## src/rtl/ddr_rd_pkg.sv

```systemverilog
// ----------------------------------------------------------------------------
// ddr_rd_pkg
// Shared definitions for the DDR read-command arbiter (ddr_rd_arb) and its
// outstanding-burst tag queue (ddr_rd_tag_fifo).
//
//   DDR_CMD_RD  MIG user-interface read command encoding
//   DEF_ASTEP   default address increment per beat
//   rd_tag_t    {ch, len} record pushed per granted burst
//   rd_state_t  command FSM states
//
// rd_tag_t is sized for the widest supported configuration (up to 256
// clients, burst-length fields up to 16 bits) because a package typedef
// cannot follow module parameters. The arbiter zero-extends its narrower
// channel index and length into these fields.
// ----------------------------------------------------------------------------
package ddr_rd_pkg;

    localparam logic [2:0] DDR_CMD_RD = 3'b001;
    localparam int         DEF_ASTEP  = 8;

    localparam int TAG_CHW  = 8;
    localparam int TAG_LENW = 16;

    typedef struct packed {
        logic [TAG_CHW-1:0]  ch;
        logic [TAG_LENW-1:0] len;
    } rd_tag_t;

    typedef enum logic [0:0] {
        IDLE  = 1'b0,
        ISSUE = 1'b1
    } rd_state_t;

    // Width of an index that can address n items; never less than 1 bit.
    function automatic int idx_w(input int n);
        return (n > 1) ? $clog2(n) : 1;
    endfunction

endpackage

```

## src/rtl/ddr_rd_tag_fifo.sv

```systemverilog
// ----------------------------------------------------------------------------
// ddr_rd_tag_fifo
// Synchronous FIFO that holds one tag per issued-but-not-yet-returned burst.
// Head entry is visible combinationally on rdata. Push and pop in the same
// cycle are allowed; occupancy is then unchanged. A push while full or a pop
// while empty is ignored.
//
// Parameters: W     entry width
//             DEPTH number of entries (power of 2, at least 2)
// Ports:
//   clk    in   clock
//   rstn   in   synchronous active-low reset (empties the queue)
//   push   in   write wdata at the tail
//   wdata  in   W-bit entry to push
//   pop    in   discard the head entry
//   rdata  out  head entry
//   full   out  DEPTH entries held
//   empty  out  no entries held
// ----------------------------------------------------------------------------
module ddr_rd_tag_fifo #(
    parameter int W     = 24,
    parameter int DEPTH = 4
) (
    input  logic         clk,
    input  logic         rstn,
    input  logic         push,
    input  logic [W-1:0] wdata,
    input  logic         pop,
    output logic [W-1:0] rdata,
    output logic         full,
    output logic         empty
);

    localparam int PW = $clog2(DEPTH);
    localparam int CW = $clog2(DEPTH + 1);
    localparam logic [CW-1:0] FULL_CNT = CW'(DEPTH);

    logic [W-1:0]  mem [DEPTH];
    logic [PW-1:0] wr_ptr;
    logic [PW-1:0] rd_ptr;
    logic [CW-1:0] count;
    logic          do_push;
    logic          do_pop;

    assign full    = (count == FULL_CNT);
    assign empty   = (count == '0);
    assign do_push = push && !full;
    assign do_pop  = pop && !empty;
    assign rdata   = mem[rd_ptr];

    // Storage carries no reset; only the pointers and count define validity.
    always_ff @(posedge clk) begin
        if (do_push) begin
            mem[wr_ptr] <= wdata;
        end
    end

    // Pointers wrap naturally because DEPTH is a power of 2.
    always_ff @(posedge clk) begin
        if (!rstn) begin
            wr_ptr <= '0;
            rd_ptr <= '0;
            count  <= '0;
        end else begin
            if (do_push) begin
                wr_ptr <= wr_ptr + 1'b1;
            end
            if (do_pop) begin
                rd_ptr <= rd_ptr + 1'b1;
            end
            unique case ({do_push, do_pop})
                2'b10:   count <= count + 1'b1;
                2'b01:   count <= count - 1'b1;
                default: count <= count;
            endcase
        end
    end

endmodule

```

## src/rtl/ddr_rd_arb.sv

```systemverilog
// ----------------------------------------------------------------------------
// ddr_rd_arb
// N-client DDR read-command arbiter and response router in front of the MIG
// user interface. One client burst is granted at a time, issued beat by beat
// as read commands, and a {ch, len} tag is queued per burst so returning data
// beats (in command order) are steered to the owning client.
//
// Build option: define DDR_RD_ARB_PRIO_EN for fixed priority (lowest channel
// index wins, so channel 0 parameter fetches jump ahead of data reads at burst
// boundaries). Without it, arbitration is round-robin. A burst is never
// preempted once issuing.
//
// Ports:
//   clk_i           in   clock
//   rstn_i          in   synchronous active-low reset
//   req_valid_i     in   [NCH]      per-client burst request
//   req_addr_i      in   [NCH*AW]   per-client start address, client k at [k*AW +: AW]
//   req_len_i       in   [NCH*BLW]  per-client beats minus 1
//   req_ready_o     out  [NCH]      one-hot burst accept (one cycle)
//   ddr_rdy_i       in   MIG command ready
//   ddr_rd_en_o     out  command valid
//   ddr_rd_cmd_o    out  [3]  read command while en is high
//   ddr_rd_addr_o   out  [AW] command address
//   ddr_rd_valid_i  in   read data beat valid
//   ddr_rd_data_i   in   [DW] read data
//   rsp_valid_o     out  [NCH] one-hot beat valid for the owning client
//   rsp_last_o      out  final beat of a burst
//   rsp_data_o      out  [DW] registered read data
//   busy_o          out  issuing, or bursts still outstanding
//   err_o           out  sticky: a beat arrived with no outstanding burst
// ----------------------------------------------------------------------------
module ddr_rd_arb
    import ddr_rd_pkg::*;
#(
    parameter int NCH   = 2,
    parameter int DW    = 512,
    parameter int AW    = 30,
    parameter int BLW   = 6,
    parameter int OSD   = 4,
    parameter int ASTEP = DEF_ASTEP
) (
    input  logic               clk_i,
    input  logic               rstn_i,
    input  logic [NCH-1:0]     req_valid_i,
    input  logic [NCH*AW-1:0]  req_addr_i,
    input  logic [NCH*BLW-1:0] req_len_i,
    output logic [NCH-1:0]     req_ready_o,
    input  logic               ddr_rdy_i,
    output logic               ddr_rd_en_o,
    output logic [2:0]         ddr_rd_cmd_o,
    output logic [AW-1:0]      ddr_rd_addr_o,
    input  logic               ddr_rd_valid_i,
    input  logic [DW-1:0]      ddr_rd_data_i,
    output logic [NCH-1:0]     rsp_valid_o,
    output logic               rsp_last_o,
    output logic [DW-1:0]      rsp_data_o,
    output logic               busy_o,
    output logic               err_o
);

    localparam int CHW = idx_w(NCH);

    rd_state_t      state;
    rd_state_t      state_nxt;

    logic [AW-1:0]  cmd_addr;
    logic [BLW-1:0] cur_len;
    logic [BLW-1:0] beat_cnt;
    logic [BLW-1:0] rsp_cnt;

    logic           grant_vld;
    logic [CHW-1:0] grant_idx;
    logic           grant;
    logic [AW-1:0]  sel_addr;
    logic [BLW-1:0] sel_len;

    rd_tag_t        push_tag;
    rd_tag_t        head;
    logic           fifo_full;
    logic           fifo_empty;
    logic           last_beat;
    logic           pop;
    logic [NCH-1:0] head_onehot;

`ifndef DDR_RD_ARB_PRIO_EN
    logic [CHW-1:0] ptr;
`endif

    // Channel selection. Only looked at in IDLE; the request protocol keeps
    // addr/len stable while valid, so the combinational select is safe.
`ifdef DDR_RD_ARB_PRIO_EN
    always_comb begin
        grant_vld = 1'b0;
        grant_idx = '0;
        for (int i = NCH - 1; i >= 0; i--) begin
            if (req_valid_i[i]) begin
                grant_vld = 1'b1;
                grant_idx = CHW'(i);
            end
        end
    end
`else
    always_comb begin
        int             c;
        logic [CHW-1:0] cidx;
        grant_vld = 1'b0;
        grant_idx = '0;
        c         = 0;
        cidx      = '0;
        for (int i = 0; i < NCH; i++) begin
            c = int'(ptr) + i;
            if (c >= NCH) begin
                c = c - NCH;
            end
            cidx = CHW'(c);
            if (!grant_vld && req_valid_i[cidx]) begin
                grant_vld = 1'b1;
                grant_idx = cidx;
            end
        end
    end
`endif

    always_comb begin
        sel_addr = '0;
        sel_len  = '0;
        for (int i = 0; i < NCH; i++) begin
            if (grant_idx == CHW'(i)) begin
                sel_addr = req_addr_i[i*AW +: AW];
                sel_len  = req_len_i[i*BLW +: BLW];
            end
        end
    end

    // A grant needs room for its tag; without it the client waits.
    assign grant = (state == IDLE) && grant_vld && !fifo_full;

    always_ff @(posedge clk_i) begin
        if (!rstn_i) begin
            state <= IDLE;
        end else begin
            state <= state_nxt;
        end
    end

    // Next state and command outputs. Ready is gated with reset so every
    // output reads 0 while the block is held in reset.
    always_comb begin
        state_nxt     = state;
        req_ready_o   = '0;
        ddr_rd_en_o   = 1'b0;
        ddr_rd_cmd_o  = 3'b000;
        ddr_rd_addr_o = cmd_addr;
        unique case (state)
            IDLE: begin
                if (grant) begin
                    req_ready_o = rstn_i ? (NCH'(1) << grant_idx) : '0;
                    state_nxt   = ISSUE;
                end
            end
            ISSUE: begin
                ddr_rd_en_o  = 1'b1;
                ddr_rd_cmd_o = DDR_CMD_RD;
                if (ddr_rdy_i && (beat_cnt == cur_len)) begin
                    state_nxt = IDLE;
                end
            end
            default: state_nxt = IDLE;
        endcase
    end

    // Burst latch and per-beat address advance; address wraps mod 2^AW.
    always_ff @(posedge clk_i) begin
        if (!rstn_i) begin
            cmd_addr <= '0;
            cur_len  <= '0;
            beat_cnt <= '0;
        end else if (grant) begin
            cmd_addr <= sel_addr;
            cur_len  <= sel_len;
            beat_cnt <= '0;
        end else if ((state == ISSUE) && ddr_rdy_i) begin
            cmd_addr <= cmd_addr + AW'(ASTEP);
            beat_cnt <= beat_cnt + 1'b1;
        end
    end

`ifndef DDR_RD_ARB_PRIO_EN
    always_ff @(posedge clk_i) begin
        if (!rstn_i) begin
            ptr <= '0;
        end else if (grant) begin
            ptr <= (grant_idx == CHW'(NCH - 1)) ? '0 : grant_idx + 1'b1;
        end
    end
`endif

    assign push_tag.ch  = TAG_CHW'(grant_idx);
    assign push_tag.len = TAG_LENW'(sel_len);

    ddr_rd_tag_fifo #(
        .W     ($bits(rd_tag_t)),
        .DEPTH (OSD)
    ) u_tag_fifo (
        .clk   (clk_i),
        .rstn  (rstn_i),
        .push  (grant),
        .wdata (push_tag),
        .pop   (pop),
        .rdata (head),
        .full  (fifo_full),
        .empty (fifo_empty)
    );

    // Response steering: the head tag owns every beat until its last one.
    assign last_beat = (head.len == TAG_LENW'(rsp_cnt));
    assign pop       = ddr_rd_valid_i && !fifo_empty && last_beat;

    always_comb begin
        head_onehot = '0;
        for (int i = 0; i < NCH; i++) begin
            head_onehot[i] = (head.ch == TAG_CHW'(i));
        end
    end

    always_ff @(posedge clk_i) begin
        if (!rstn_i) begin
            rsp_valid_o <= '0;
            rsp_last_o  <= 1'b0;
            rsp_data_o  <= '0;
            rsp_cnt     <= '0;
            err_o       <= 1'b0;
        end else begin
            rsp_data_o  <= ddr_rd_data_i;
            rsp_valid_o <= '0;
            rsp_last_o  <= 1'b0;
            if (ddr_rd_valid_i) begin
                if (fifo_empty) begin
                    err_o <= 1'b1;
                end else begin
                    rsp_valid_o <= head_onehot;
                    rsp_last_o  <= last_beat;
                    rsp_cnt     <= last_beat ? '0 : rsp_cnt + 1'b1;
                end
            end
        end
    end

    assign busy_o = (state == ISSUE) || !fifo_empty;

endmodule

```

## config.mk

```make
export PLATFORM = sky130hd
export DESIGN_NAME = ddr_rd_arb
export DESIGN_NICKNAME = d
export VERILOG_FILES = /design/src/rtl/ddr_rd_pkg.sv /design/src/rtl/ddr_rd_tag_fifo.sv /design/src/rtl/ddr_rd_arb.sv
export SDC_FILE = /design/constraint.sdc
export NUM_CORES = 1
export LEC_CHECK = 0
export ABC_AREA = 1
export BUFFER_PORTS_ARGS = -buffer_cell sky130_fd_sc_hd__clkbuf_2
export CORE_AREA = 2 2 449 451
export DETAILED_ROUTE_END_ITERATION = 10
export DIE_AREA = 0 0 451 453
export GPL_ROUTABILITY_DRIVEN = 1
export HOLD_SLACK_MARGIN = 0.1
export SLEW_MARGIN = 25
export SYNTH_ARGS = -nofsm -noshare
export SYNTH_HDL_FRONTEND = slang
export SYNTH_HIERARCHICAL = 1
export SYNTH_SLANG_ARGS = --single-unit
```

## constraint.sdc

```tcl
create_clock -name clk_i -period 7.7 [get_ports clk_i]
set_input_delay 0.385 -clock clk_i [delete_from_list [all_inputs] [get_ports clk_i]]
set_output_delay 0.385 -clock clk_i [all_outputs]
set_load 0.02 [all_outputs]
```

### After elaboration in Yosys (flattened, before gate mapping)

Memory sizes are Yosys's and may differ from the RTL's. A register that Yosys moved wholly into a read port is not among the register bits.
Cells that the tools add are included.

| storage, ports and cells | value |
|---|---|
| memories | 1 |
| bits in writable memories | 28 |
| register bits | 573 |
| input bits | 590 |

| cells by class | value |
|---|---|
| add/sub/neg operators | 11 |
| bitwise gates (word level) | 4 |
| reduce and logical (&&, ||, !) cells | 21 |
| order comparisons | 4 |
| eq/ne operators | 6 |
| multiplexer cells | 29 |
| shifts and indexed selects | 1 |

Memories:

| name | words | bits a word | read ports | clocked after Yosys merged registers in | wr ports | line | source |
|---|---|---|---|---|---|---|---|
| u_tag_fifo.mem | 4 | 7 | 1 | 1 | 1 | ddr_rd_tag_fifo.sv:38 | `logic [W-1:0] mem [DEPTH];` |

Operators by type and width:

| cell | number |
|---|---|
| $mux 30 | 3 |
| $add 30x4->30 const B | 1 |
| $mux 1 | 17 |
| $eq 16x6->1 | 1 |
| $add 6x1->6 const B | 2 |
| $mux 6 | 2 |
| $mux 2 | 5 |
| $logic_and 1x1->1 | 9 |
| $eq 8x1->1 const B | 1 |
| $logic_not 8->1 | 1 |
| $eq 6x6->1 | 1 |
| $pmux 3 s2 | 1 |
| $add 2x1->2 const B | 2 |
| $lt 1x2->1 const B | 2 |
| $not 1->1 | 4 |
| $reduce_and 2->1 | 2 |
| $reduce_bool 2->1 | 2 |
| $add 3x1->3 const B | 1 |
| $eq 3x3->1 const B | 1 |
| $logic_not 1->1 | 3 |
| $logic_not 3->1 | 1 |
| $reduce_or 3->1 | 1 |
| $sub 3x1->3 const B | 1 |
| $add 1x1->2 const B | 1 |
| other kinds (10) | 11 |

### Logic depth before layout (Yosys ltp)

| logic depth | value |
|---|---|
| word-level depth | 13 |
| depth in mapped cells | 22 |
| mapped depth without buffers | 21 |

### Modules after synthesis

The synthesis kept the hierarchy.

By module, submodules not included:

| module | area an instance (µm²) | cells an instance | seq. area each (µm²) | times used |
|---|---|---|---|---|
| ddr_rd_arb | 17992.3 | 2179 | 11330.9 | 1 |
| ddr_rd_tag_fifo | 4215.3 | 302 | 3062.9 | 1 |

### Worst setup path after synthesis

Ideal clock, no wire load.

| timing | value |
|---|---|
| path type | register -> register |
| start point | register u_tag_fifo.count[1] |
| end point | memory u_tag_fifo/mem[0][0] in the netlist's numbering (enable) |
| data arrival time | 2228 ps |
| cell stages (with the launch flop) | 11 |
| setup slack | 5067 ps |
| clock period less this slack | 2633 ps |
| cells stage by stage | dfxtp_1 -> nor2_2 -> nand2_1 -> inv_1 -> nor2_1 -> o21ai_2 -> inv_2 -> buf_4 -> buf_4 -> nand2_2 -> nor2_1 |

| between the ends | value |
|---|---|
| word-level cells in the longest chain between the ends | 6 |

Ends and longest elaborated chain:

| item | line | source |
|---|---|---|
| start: declaration | ddr_rd_tag_fifo.sv:41 | `logic [CW-1:0] count;` |
| start signal: assignment | ddr_rd_tag_fifo.sv:72 | `2'b10: count <= count + 1'b1;` |
| start signal: assignment | ddr_rd_tag_fifo.sv:73 | `2'b01: count <= count - 1'b1;` |
| start signal: assignment | ddr_rd_tag_fifo.sv:74 | `default: count <= count;` |
| $eq 3x3->1 | ddr_rd_tag_fifo.sv:45 | `assign full = (count == FULL_CNT);` |
| net fifo_full | ddr_rd_arb.sv:79 | `logic fifo_full;` |
| $logic_not 1->1 | ddr_rd_arb.sv:136 | `assign grant = (state == IDLE) && grant_vld && !fifo_full;` |
| $logic_and 1x1->1 | ddr_rd_arb.sv:136 |  |
| net grant | ddr_rd_arb.sv:73 | `logic grant;` |
| $logic_and 1x1->1 | ddr_rd_tag_fifo.sv:47 | `assign do_push = push && !full;` |
| $mux 1 | ddr_rd_tag_fifo.sv:53 | `if (do_push) begin` |
| $mux 1 (not written as such) | ddr_rd_tag_fifo.sv:54 | `mem[wr_ptr] <= wdata;` |
| end: declaration | ddr_rd_tag_fifo.sv:38 |  |

The timed path passes the listed nets, and every way through them passes these cells.

==> impl_metrics.ini <==
[synthesis]
synth.top_cell.area_share_pct = 51.8
synth.avg_cell_area_sq_um = 8.95
ys_seq_area_share_pct = 64.8
ys.warnings.count = 6
synth_edf_count = 96
synth-async-reset-ratio_pct = 0
post_synth_inst_count = 2481
synth_flop_cell = dfxtp_1
synth_cell_type_count = 43
synth_area_leaders = dfxtp_1, edfxtp_1, nand2_1
ys_ff_latch = 671
netlist_area_sq_mm = 0.0222
synth_top_cell_by_area = dfxtp_1

[sta]
layout_min_cycle_time_ns = 3.78
worst_pin_slew_ns = 0.955
fmax_ghz = 0.265
slew_headroom_pct = 36.4
rsz0062_at_grt = false
finalCritPeriodShare_pct = 49.1
drv_slew = 0
skew_ns = 0.0365
finalSetupTns_ns = 0
timing.final.hold_violations = 0
setup_viol = 0

[global_routing]
grt_max_degree = 103
grt.busiest_layer = met2
met1_usage_pct = 17.3
gr-total-overflow = 0
gr-usage-met3_pct = 4.55
grt_util_met2_pct = 28.8
grt_pass1_vias = 24118
antenna_found_initial = 66
grt_pass1_wl_um = 217000
grtUsageTotal_pct = 16.0

[floorplan]
io_pins = 1143
fp.dieH_um = 453
num_rows = 164
die_w_um = 451
core-area_sq_mm = 0.199
initial_utilization_pct = 11.1
die-area_sq_mm = 0.204

[finish]
fin_nets = 4911
area_growth_pct = 81.9
final_common_cell = clkbuf_2
layout-drive-gt1-share_pct = 31.5
final_cell_mix = clkbuf_2, nand2_1, dlygate4sd3_1
fin_util_pct = 20.3
final_area_sq_mm = 0.0404

[power_and_ir_drop]
power.density_mw_per_mm2 = 248
p_leak_nw = 21.4
max-vdd-ir-drop_mv = 0.196

[job]
maxCapViolations = 0

[setup_path]
crit_path_start_kind = flip-flop
cp_max_fo = 49
crit_arrival_ns = 4.44
crit_path_end_kind = flip-flop
required_ns = 8.36
crit_type = flip-flop to flip-flop

[place]
placed_area_sq_mm = 0.0311
hpwl_um = 142000
place_congestion = 0.954
io_buffer_count = 1140

[outcome]
status = completed

[clocking]
post-cts-setup-buffers = 0
cts_buffer_depth = 3
cts_tree = built
cts_resized = 0
clkSinkCount = 671
numCtsBuffers = 88
cts_htree_levels = 3
insertion_delay_ns = 0.74
root_buffer = clkbuf_16
clk_pin_slew_ns = 0.06

[drt]
drc_errors = 0
drt_iter0_drc = 1873
wl_um = 169000
drt-pass1-iter-count = 8
antenna_left = 0
viasPerCell = 3.31
num_vias = 23379
wl_per_cell_um = 24.0

[min_path]
min_path_type = input pin to flip-flop
## cells in the mapped netlist, types with 6 or more instances
cell and count:
buf_6 7, nand2_1 703, inv_1 587, xor2_1 10
nand2_2 6, buf_2 70, inv_2 9, nor3_1 6
o22ai_2 20, edfxtp_1 96, nor2_1 96, nor2_2 29
nor2_4 7, dfxtp_1 575, ha_1 8, and2_1 7
o21ai_0 80, o22ai_1 12, nand3_1 52, buf_4 6
clkbuf_1 8, a21oi_1 45
## worst paths after layout
path,start,end,slack (ns),cells past startpoint
min,ddr_rd_data_i[192],rsp_data_o[192],0.15,3
max,flip-flop,u_tag_fifo/count[2],3.92,20
max reg2reg,flip-flop,u_tag_fifo/count[2],3.92,20
min reg2reg,ptr,ptr,0.49,2
## logic make-up (layout without fill, tap and decap cells)
kind of cell               after synthesis  after routing  share of synthesized area (%)
buffers and inverters                  690           2523                           12.4
adders and majority gates                9              9                          0.541
xor gates and xnor gates                11             11                          0.434
and+or+nand+nor                        919            919                           16.8
AOI/OAI and AO/OA                      180            180                           5.02
other                                    1             91                         0.0169
DFF                                    671            671                           64.8
## report_power, final
group	switching [mW]	internal, mW	total (mW)
Combinational	1.02	0.597	1.62
Sequential	0.168	3.80	3.97
Clock	1.86	2.56	4.42
Total	3.05	6.96	10.0
## flip-flops by register name, summed over array words and instances (netlist names), named ones only
| signal | count |
|---|---|
| beat_cnt | 6 |
| cur_len | 6 |
| ddr_rd_addr_o | 30 |
| err_o | 1 |
| ptr | 1 |
| rsp_cnt | 6 |
| rsp_data_o | 512 |
| rsp_last_o | 1 |
| rsp_valid_o | 2 |
| state | 1 |
| u_tag_fifo/count | 3 |
| u_tag_fifo/mem | 96 |
| u_tag_fifo/rd_ptr | 2 |
| u_tag_fifo/wr_ptr | 2 |
## cell type report
type                            instances  area [sq um]
Antenna cell                           21          52.6
Inverter                              596          2240
Timing Repair Buffer                 1766         12000
Sequential cell                       671         14400
Multi-Input combinational cell       1189          5320
Clock inverter                         55           751
Tap cell                             2656          3320
Clock buffer                          106          2350
Fill cell                           22108        159000
## layer usage
layer  vias up  wire (um)
met4        10       7680
met3       277      11800
met1     11111      62500
met2      1071      87100
met5         -        283
li1      10910          -
## repair_timing
item	CTS	global route
endpoints found under the setup margin	0	0
hold buffers	612	0
endpoints found under the hold margin	553	0
## critical path, stage by stage, from the launching register on
cell	delay (ns)
dfxtp_1	0.31
buf_4	0.40
inv_2	0.46
o21ai_0	0.39
o22ai_2	0.10
or2_2	0.28
nor2_1	0.10
nand3_1	0.08
nor2_1	0.13
nand3_1	0.14
inv_1	0.13
nand2_1	0.09
inv_2	0.07
ha_1	0.16
inv_1	0.07
fa_1	0.39
nand2_1	0.08
nand3_1	0.08
nand2_1	0.06
nand2_1	0.04
nor2_1	0.11
## metrics by stage
stage	std cells	hold slack [ns]	total power [mW]	worst slack (ns)
after global routing	7049	0.127	10.4	3.53
after floorplan	2550	0.448	4.59	5.07
after CTS	7039	0.107	10.2	3.91
after global placement	6266	0.465	5.37	3.93
final	7060	0.149	10.0	3.92
after detailed placement	6266	0.472	5.38	3.93
No activity file was read; power rests on OpenSTA's default activity.
